File: config.mk
export PLATFORM = sky130hd
export DESIGN_NAME = mix_out_receiver
export DESIGN_NICKNAME = d
export VERILOG_FILES = /design/src/rtl/mix_io_pkg.sv /design/src/rtl/uart_rx_byte.sv /design/src/rtl/mix_out_receiver.sv
export SDC_FILE = /design/constraint.sdc
export NUM_CORES = 1
export LEC_CHECK = 0
export CAP_MARGIN = 25
export CORE_MARGIN = 2
export CORE_UTILIZATION = 50
export DETAILED_ROUTE_END_ITERATION = 10
export HOLD_SLACK_MARGIN = 0.03
export PLACE_DENSITY = 0.72
export SYNTH_ARGS = -nofsm -noshare
export SYNTH_HDL_FRONTEND = slang
export SYNTH_HIERARCHICAL = 1
export SYNTH_SLANG_ARGS = --single-unit
File: constraint.sdc
create_clock -name clk -period 3.22 [get_ports clk]
set_input_delay 0.966 -clock clk [delete_from_list [all_inputs] [get_ports clk]]
set_output_delay 0.966 -clock clk [all_outputs]
set_load 0.005 [all_outputs]
File: src/rtl/mix_io_pkg.sv
// Shared MIX I/O definitions: character/word geometry and the UART receiver state encoding.
package mix_io_pkg;
  localparam int MIX_CHAR_W     = 6;
  localparam int CHARS_PER_WORD = 5;
  localparam int MIX_WORD_W     = 30;
  localparam int MIX_ADDR_W     = 12;

  typedef enum logic [1:0] {
    UART_IDLE,
    UART_START,
    UART_DATA,
    UART_STOP
  } uart_state_t;
endpackage

File: src/rtl/uart_rx_byte.sv
// UART 8N1 byte receiver: 2-flop rx synchroniser, mid-bit sampling FSM, byte and frame-error strobes.
module uart_rx_byte
  import mix_io_pkg::*;
#(
  parameter int CLKS_PER_BIT = 104
) (
  input  logic        clk,
  input  logic        reset,
  input  logic        rx,
  output logic [7:0]  rx_byte,
  output logic        byte_strobe,
  output logic        frame_err,
  output uart_state_t state_dbg
);
  localparam int CNT_W = $clog2(CLKS_PER_BIT);
  localparam logic [CNT_W-1:0] HALF_LAST = CNT_W'(CLKS_PER_BIT / 2 - 1);
  localparam logic [CNT_W-1:0] FULL_LAST = CNT_W'(CLKS_PER_BIT - 1);

  logic             rx_meta;
  logic             rx_s;
  uart_state_t      state;
  uart_state_t      state_next;
  logic [CNT_W-1:0] cnt;
  logic [2:0]       bit_idx;
  logic [7:0]       shift;
  logic             sample_tick;

  always_ff @(posedge clk) begin
    if (reset) begin
      rx_meta <= 1'b1;
      rx_s    <= 1'b1;
    end else begin
      rx_meta <= rx;
      rx_s    <= rx_meta;
    end
  end

  always_ff @(posedge clk) begin
    if (reset) state <= UART_IDLE;
    else       state <= state_next;
  end

  always_comb begin
    state_next = state;
    unique case (state)
      UART_IDLE:  if (!rx_s) state_next = UART_START;
      UART_START: if (sample_tick) state_next = rx_s ? UART_IDLE : UART_DATA;
      UART_DATA:  if (sample_tick && bit_idx == 3'd7) state_next = UART_STOP;
      UART_STOP:  if (sample_tick) state_next = UART_IDLE;
      default:    state_next = UART_IDLE;
    endcase
  end

  // The start bit is sampled half a bit in, so every later sample lands mid-bit.
  always_comb begin
    sample_tick = 1'b0;
    byte_strobe = 1'b0;
    frame_err   = 1'b0;
    unique case (state)
      UART_START: sample_tick = (cnt == HALF_LAST);
      UART_DATA:  sample_tick = (cnt == FULL_LAST);
      UART_STOP: begin
        sample_tick = (cnt == FULL_LAST);
        byte_strobe = sample_tick && rx_s;
        frame_err   = sample_tick && !rx_s;
      end
      default: sample_tick = 1'b0;
    endcase
  end

  always_ff @(posedge clk) begin
    if (reset) begin
      cnt     <= '0;
      bit_idx <= '0;
      shift   <= '0;
    end else begin
      if (state != state_next || sample_tick || state == UART_IDLE) cnt <= '0;
      else                                                          cnt <= cnt + 1'b1;
      if (state == UART_START) bit_idx <= '0;
      if (state == UART_DATA && sample_tick) begin
        shift   <= {rx_s, shift[7:1]};
        bit_idx <= bit_idx + 1'b1;
      end
    end
  end

  assign rx_byte   = shift;
  assign state_dbg = state;
endmodule

File: src/rtl/mix_out_receiver.sv
// MIX OUT receive end: packs UART bytes carrying 6-bit MIX chars into 30-bit words and
// hands each word to a consumer through a one-entry holding register.
module mix_out_receiver
  import mix_io_pkg::*;
#(
  parameter int CLKS_PER_BIT = 104,
  parameter int BLOCK_WORDS  = 16
) (
  input  logic                  clk,
  input  logic                  reset,
  input  logic                  rx,
  input  logic                  sync,
  output logic [MIX_WORD_W-1:0] word,
  output logic [MIX_ADDR_W-1:0] word_index,
  output logic                  word_valid,
  input  logic                  word_ready,
  output logic                  block_done,
  output logic                  frame_err,
  output logic                  char_err,
  output logic                  overrun
);
  // Handshake: a word transfers on any rising clk edge where word_valid && word_ready;
  // word_valid stays high and word/word_index stay stable until that transfer happens.

  localparam logic [2:0]            LAST_CHAR = 3'(CHARS_PER_WORD - 1);
  localparam logic [MIX_ADDR_W-1:0] LAST_WORD = MIX_ADDR_W'(BLOCK_WORDS - 1);

  logic [7:0]            rx_byte;
  logic                  byte_strobe;
  logic                  uart_frame_err;
  uart_state_t           unused_uart_state;  // exported for probing only
  logic [2:0]            char_idx;
  logic [MIX_WORD_W-1:0] shift_reg;
  logic [MIX_WORD_W-1:0] next_shift;
  logic [MIX_ADDR_W-1:0] word_count;
  logic                  char_ok;
  logic                  word_done;
  logic                  can_load;
  logic                  accept;

  uart_rx_byte #(
    .CLKS_PER_BIT(CLKS_PER_BIT)
  ) u_uart_rx (
    .clk        (clk),
    .reset      (reset),
    .rx         (rx),
    .rx_byte    (rx_byte),
    .byte_strobe(byte_strobe),
    .frame_err  (uart_frame_err),
    .state_dbg  (unused_uart_state)
  );

  always_comb begin
    char_ok    = (rx_byte[7:6] == 2'b00);
    next_shift = {shift_reg[MIX_WORD_W-MIX_CHAR_W-1:0], rx_byte[MIX_CHAR_W-1:0]};
    // sync outranks a completing word: the word is discarded, not reported as overrun.
    word_done  = byte_strobe && char_ok && (char_idx == LAST_CHAR) && !sync;
    accept     = word_valid && word_ready;
    can_load   = !word_valid || word_ready;
  end

  always_ff @(posedge clk) begin
    if (reset) begin
      char_idx   <= '0;
      shift_reg  <= '0;
      word_count <= '0;
      word       <= '0;
      word_index <= '0;
      word_valid <= 1'b0;
      block_done <= 1'b0;
      frame_err  <= 1'b0;
      char_err   <= 1'b0;
      overrun    <= 1'b0;
    end else begin
      block_done <= 1'b0;
      overrun    <= 1'b0;
      frame_err  <= uart_frame_err;
      char_err   <= byte_strobe && !char_ok;

      if (sync) begin
        char_idx   <= '0;
        shift_reg  <= '0;
        word_count <= '0;
      end else if (byte_strobe && char_ok) begin
        shift_reg <= next_shift;
        char_idx  <= (char_idx == LAST_CHAR) ? 3'd0 : char_idx + 3'd1;
      end

      if (word_done) begin
        if (can_load) begin
          word       <= next_shift;
          word_index <= word_count;
          word_valid <= 1'b1;
          block_done <= (word_count == LAST_WORD);
          word_count <= (word_count == LAST_WORD) ? '0 : word_count + 1'b1;
        end else begin
          overrun <= 1'b1;
        end
      end else if (accept) begin
        word_valid <= 1'b0;
      end
    end
  end
endmodule

==> impl_metrics.toml, run 1 <==
[global_route]
grt_pass1_vias = 3209
antenna_found_initial = 0
gr-usage-all-layers_pct = 19.4
grt_max_degree = 68
grt_pass1_wl_um = 14100
overflow = 0

[placement]
numPortBuffers = 51
dp.cells = 641
place_area_mm2 = 0.00482
dp.final_hpwl_um = 5440
gp_congestion = 0.775
dp_slack_ps = 100

[setup_path]
r2r_slack_ps = 180
rr_startpoint = "u_uart_rx/state_dbg[1]$_SDFF_PP0_"
max_stage_delay_ps = 530
path_depth = 8
path_class = "reg -> reg"
path_buf_inv = 1
worstPathCellList = "inv_1 -> nor4_4 -> nand2_1 -> nor2_1 -> or3b_4 -> or4_1 -> or4b_1 -> a31oi_1"
critical_path.max_fanout = 8
r2r_end = "word_count[5]$_SDFF_PP0_"
cp_top_family = "simple AND/OR/NAND/NOR gates"
startpoint_type = "flip-flop"
worst_ep_arrival_time_ps = 3330
crit_path_end_kind = "flip-flop"
worstPathRequired_ps = 3520
reg2regPathDepth = 8
crit_slowest_cell = "or4_1"

[detailed_routing]
drcViolationCount = 0
drt_iter0_drc = 186
viasPerCell = 5.31
avgRoutedWirePerCell_um = 12.8
ant_nets = 0
vias = 3487
routed_wirelength_um = 8410
drtPass1Iterations = 5

[status]
outcome = "finished, final reports clean"

[layout]
n_fill_cell = 748
seqCellArea_mm2 = 0.00216
num_antenna_cells = 0
syn2layout_area_growth_pct = 18.2
fin_area_mm2 = 0.00501
fin_nets = 558
final_cells = 657
largest_register_ffs = 30
layout-drive-gt1-share_pct = 8.33
multiInputGateArea_mm2 = 0.00192

[min_path]
min_path_cells = 1
hold_path_startpoint = "u_uart_rx/rx_meta$_SDFF_PP1_"
hold_path_end = "u_uart_rx/rx_s$_SDFF_PP1_"
hold_path.class = "reg -> reg"

[clock_tree]
ctsLongestPathBuffers = 2
cts_made_buffers = 9
clk_latency_ps = 370
htree_levels = 3
post_cts.repair.setup_buffers = 0
path_clk_slew_ps = 100
clock-sinks = 108
cts_tree = "done"
cts_root_buf = "clkbuf_8"

[timing]
slew_headroom_pct = 54.9
worst_slack_ps = 183
skew_ps = 11.1
max_freq_ghz = 0.329
finalHoldViolCount = 0
finalCritPeriodShare_pct = 94.3
fin_tns_setup_ps = 0
tightest_slew_ps = 677
final.min_clock_period_ps = 3040
rsz0062_at_grt = "false"
slew_violations = 0
finalSetupViolations = 0

[yosys]
syn-num-nets = 522
ys_types = 49
syn_area_mm2 = 0.00424
ys_seq_elements = 108
yosysSeqAreaShare_pct = 51.0
synthCells = 511
synthArstFlopShare_pct = 0
avgSynthCellArea_um2 = 8.30
synth_edf_count = 0
yosys_most_used_dff = "dfxtp_1"
yosysWarnings = 6

[die]
fp.dieW_um = 96.1
die-area_mm2 = 0.00924
start_util_pct = 51.6
rows = 33
ios = 52
core_area_mm2 = 0.00822
die_h_um = 96.1

[power]
peakVddDrop_v = 0.000257
p_per_area_mw_per_mm2 = 435
leakagePower_nw = 1.67

[run]
cap_violations = 0
## placed cells by master (no fill, tap or decap), types with 4 or more instances in the layout
| cell type | instances |
|---|---|
| nand3_1 | 9 |
| nor2_1 | 20 |
| nand3b_1 | 4 |
| xor2_1 | 4 |
| nor2_2 | 6 |
| a31oi_1 | 6 |
| xnor2_1 | 4 |
| clkbuf_8 | 10 |
| or2_2 | 4 |
| a21oi_1 | 75 |
| buf_4 | 7 |
| inv_1 | 7 |
| nor3b_1 | 4 |
| clkdlybuf4s50_1 | 50 |
| dfxtp_1 | 108 |
| o21ai_0 | 4 |
| ha_1 | 5 |
| mux2i_1 | 9 |
| nor3_1 | 4 |
| nand2_1 | 154 |
| nand4_1 | 6 |
| nor4_1 | 4 |
## worst max-delay path by stage
stage                                           start                        to  slack, ps
floorplan                 u_uart_rx/cnt[0]$_SDFF_PP0_  word_count[5]$_SDFF_PP0_        220
global placement          u_uart_rx/cnt[0]$_SDFF_PP0_  word_count[5]$_SDFF_PP0_        170
detailed placement        u_uart_rx/cnt[0]$_SDFF_PP0_  word_count[5]$_SDFF_PP0_        100
CTS                       u_uart_rx/cnt[0]$_SDFF_PP0_  word_count[5]$_SDFF_PP0_         70
global route              u_uart_rx/cnt[0]$_SDFF_PP0_  word_count[5]$_SDFF_PP0_         20
finish              u_uart_rx/state_dbg[1]$_SDFF_PP0_  word_count[5]$_SDFF_PP0_        180
## what timing repair did
action | in CTS | in global routing
endpoints found under the hold margin | 0 | 0
setup endpoints to repair | 0 | 44
resized for setup | 0 | 1
hold buffers | 0 | 0
## final cells by class
type | instances | share of cell area, %
timing repair buffer | 59 | 11.5
sequential | 108 | 43.1
multi-input combinational | 362 | 38.4
tap | 105 | 2.62
clock inverter | 6 | 1.07
inverter | 7 | 0.524
clock buffer | 10 | 2.75
## where the power goes
part / total (mW) / switching, mW / internal, mW
Combinational: 0.0462 / 0.0319 / 0.0143
Sequential: 1.34 / 0.00552 / 1.34
Clock: 0.793 / 0.476 / 0.316
Total: 2.18 / 0.514 / 1.67
## Yosys cell counts (2+ instances only)
cell	count	area, µm²
or3_1	3	18.8
o211ai_1	3	22.5
nor4_1	5	31.3
nand2b_1	2	12.5
ha_1	6	75.1
a21oi_1	75	375
a32o_1	2	20.0
a31oi_1	6	37.5
nand3b_1	4	30.0
nand2_1	154	578
nor2_2	6	37.5
clkbuf_1	28	105
dfxtp_1	108	2160
inv_1	7	26.3
o21ai_0	4	20.0
nor2b_1	3	18.8
a211oi_1	2	15.0
buf_2	3	15.0
nand3_1	9	45.0
mux2i_1	9	90.1
xnor2_1	4	35.0
o31ai_1	2	15.0
nand4_1	6	37.5
nor3_1	4	20.0
or2_2	4	25.0
nor2_1	20	75.1
nor3b_1	5	37.5
xor2_1	4	35.0
or4_1	2	15.0
o21a_1	2	15.0
## stage by stage
step           total power, mW  hold slack [ps]  util (%)
2_1_floorplan             1.41              389         -
3_3_place_gp              1.42              397      58.7
3_5_place_dp              1.42              399      58.7
4_1_cts                   2.21              423      61.0
5_1_grt                   2.26              461      61.0
6_report                  2.18              420      61.0
## cell families after synthesis
| logic type | after synthesis | share of synthesized area (%) |
|---|---|---|
| multiplexers | 9 | 2.12 |
| AO/OA/AOI/OAI | 101 | 13.2 |
| flip-flops | 108 | 51.0 |
| adder cells (fa/ha/maj) | 6 | 1.77 |
| AND/OR/NAND/NOR | 238 | 26.3 |
| XOR/XNOR | 8 | 1.65 |
| buffers and inverters | 41 | 4.01 |
## per-layer routing
metal  wire length (µm)  vias to the layer above  GRT usage, %
met2               3930                       80          31.8
met3                293                       13          2.90
li1                   -                     1786             -
met5                  0                        -             0
met4                169                        0          9.05
met1               4010                     1608          25.0
Note: power is estimated with default switching activity, not from simulation.
==> run 2, diff against run 1 <==
- CORE_UTILIZATION: 50 -> 49
- PLACE_DENSITY: 0.72 -> 0.7
- SYNTH_HIERARCHICAL: 1 -> unset
==> run 2 against run 1 <==
Compared with the run above:
- sequential power hardly changed
- synthesized cell count increased by 1.2%
- clock skew up 5.2 ps
- clock power up 9.7%
- wire length grew 5.5%
- combinational power decreased by 19%
- final cell count rose by 1.2%
- sequential share of layout area increased by 0.29 points
- via count grew 0.75%
==> impl_metrics.toml, run 2 <==
[layout]
fin_nets = 566
layout_common_cells = "153 x nand2_1, 108 x dfxtp_1, 82 x a21oi_1"
num_antenna_cells = 0
largest_register_ffs = 30
syn2layout_area_growth_pct = 17.7
final_common_cell = "nand2_1"
layout-drive-gt1-share_pct = 5.54
finish.utilization_pct = 60.0
n_fill_cell = 770

[timing]
finalSetupViolations = 0
max_freq_ghz = 0.428
rsz0062_at_grt = "false"
tightest_slew_ps = 541
slew_headroom_pct = 64.0
skew_ps = 16.2
final.min_clock_period_ps = 2340
finalHoldViolCount = 0
finalCritPeriodShare_pct = 72.6
slew_violations = 0
fin_tns_setup_ps = 0

[yosys]
syn_area_mm2 = 0.00423
netlist.area_leader.share_pct = 51.1
yosysWarnings = 0
avgSynthCellArea_um2 = 8.18
synth_common_cells = "153 x nand2_1, 108 x dfxtp_1, 82 x a21oi_1"
synthCells = 517
yosys_most_used_dff = "dfxtp_1"
synth_top_cell_by_area = "dfxtp_1"
ys_types = 44
post-synth-top-count-cell = "nand2_1"
synthArstFlopShare_pct = 0
yosysSeqAreaShare_pct = 51.1
synth_edf_count = 0
ys_seq_elements = 108
synthTopCellsByArea = "dfxtp_1 51%, nand2_1 14%, a21oi_1 9.7%"
syn-num-nets = 528

[global_route]
antenna_found_initial = 0
met3_usage_pct = 3.03
overflow = 0
top_usage_layer = "met2"
globalRouteMet1Util_pct = 25.3
grt_pass1_vias = 3327
grt_pass1_wl_um = 15200
use_met2_pct = 32.5
gr-usage-all-layers_pct = 19.3
grt_max_degree = 44

[clock_tree]
cts_made_buffers = 9
cts_root_buf = "clkbuf_8"
ctsLongestPathBuffers = 2
clk_latency_ps = 370
ctsHoldBuffers = 0
htree_levels = 3
cts_resized = 0
cts_tree = "done"
clock-sinks = 108
path_clk_slew_ps = 110
post_cts.repair.setup_buffers = 0

[detailed_routing]
viasPerCell = 5.28
vias = 3513
drcViolationCount = 0
drtPass1Iterations = 4
avgRoutedWirePerCell_um = 13.3
routed_wirelength_um = 8870
ant_nets = 0
drt_iter0_drc = 177

[power]
leakagePower_nw = 1.64
peakVddDrop_v = 0.000239
p_per_area_mw_per_mm2 = 452

[die]
ios = 52
die-area_mm2 = 0.00940
die_h_um = 96.9
start_util_pct = 51.0
core_area_mm2 = 0.00830
fp.dieW_um = 96.9
rows = 33

[setup_path]
startpoint_type = "flip-flop"
critical_path.max_fanout = 43
rr_startpoint = "u_uart_rx.cnt[0]$_SDFF_PP0_"
crit_path_end_kind = "flip-flop"
worst_ep_arrival_time_ps = 2640
startpoint = "u_uart_rx.cnt[0]$_SDFF_PP0_"
path_class = "reg -> reg"
worstPathRequired_ps = 3520

[placement]
numPortBuffers = 51
gp_congestion = 0.828
dp.final_hpwl_um = 5870

[min_path]
hold_path.class = "reg -> reg"
hold_path_startpoint = "u_uart_rx.rx_meta$_SDFF_PP1_"

[status]
outcome = "finished, final reports clean"

[run]
cap_violations = 0
run 2: final cells by class:
cell class	instances	area, µm²	share of cell area [%]
Clock buffer	9	124	2.49
Inverter	5	18.8	0.377
Clock inverter	7	87.6	1.76
Sequential cell	108	2160	43.4
Tap cell	105	131	2.64
Timing Repair Buffer	58	558	11.2
Multi-Input combinational cell	373	1900	38.1
run 2: worst max-delay path: stages, from the launching register on:
cell and delay, ps:
dfxtp_1 380, ha_1 280, nand4b_2 190, or3_1 540, nor3_4 190, buf_4 390
nand2_1 140, a21oi_1 150
run 2: routing by layer:
layer	vias to the layer above	routed length [µm]	part of all wire, %
met1	1622	4300	48
li1	1806	-	-
met5	-	0	0
met3	12	251	2.8
met4	0	131	1.5
met2	73	4190	47
run 2: kinds of logic (layout without fill, tap and decap cells):
family | after synthesis | in the layout | share of synthesized area, %
simple gates | 249 | 249 | 26.6
flops | 108 | 108 | 51.1
buf+inv | 36 | 79 | 4.05
mux | 9 | 9 | 2.13
fa+ha+maj | 6 | 6 | 1.77
xor+xnor | 7 | 7 | 1.45
compound gates | 102 | 102 | 12.9
run 2: path summary, 6_finish.rpt:
| check | to | slack, ps | cells past startpoint |
|---|---|---|---|
| worst max-delay path | word_index[8]$_SDFFE_PP0P_ | 880 | 7 |
| worst min-delay path | u_uart_rx.rx_s$_SDFF_PP1_ | 420 | 1 |
| worst max register to register | word_index[8]$_SDFFE_PP0P_ | 880 | 7 |
| worst min register to register | u_uart_rx.rx_s$_SDFF_PP1_ | 420 | 1 |
run 2: power by group:
part,internal (mW),leakage [nW],switching [mW]
clock,0.379,0.108,0.491
combinational,0.0108,0.660,0.0267
sequential,1.34,0.870,0.00397
total,1.73,1.64,0.522
run 2: through the flow:
stage	power, mW	setup slack, ps	area [µm²]	hold WS [ps]	cells
after floorplan	1.40	1170	4230	389	517
after global placement	1.41	567	4770	391	649
after detailed placement	1.41	542	4770	398	649
after CTS	2.26	873	4980	423	665
after global routing	2.33	699	4980	455	665
final	2.25	882	4980	417	665
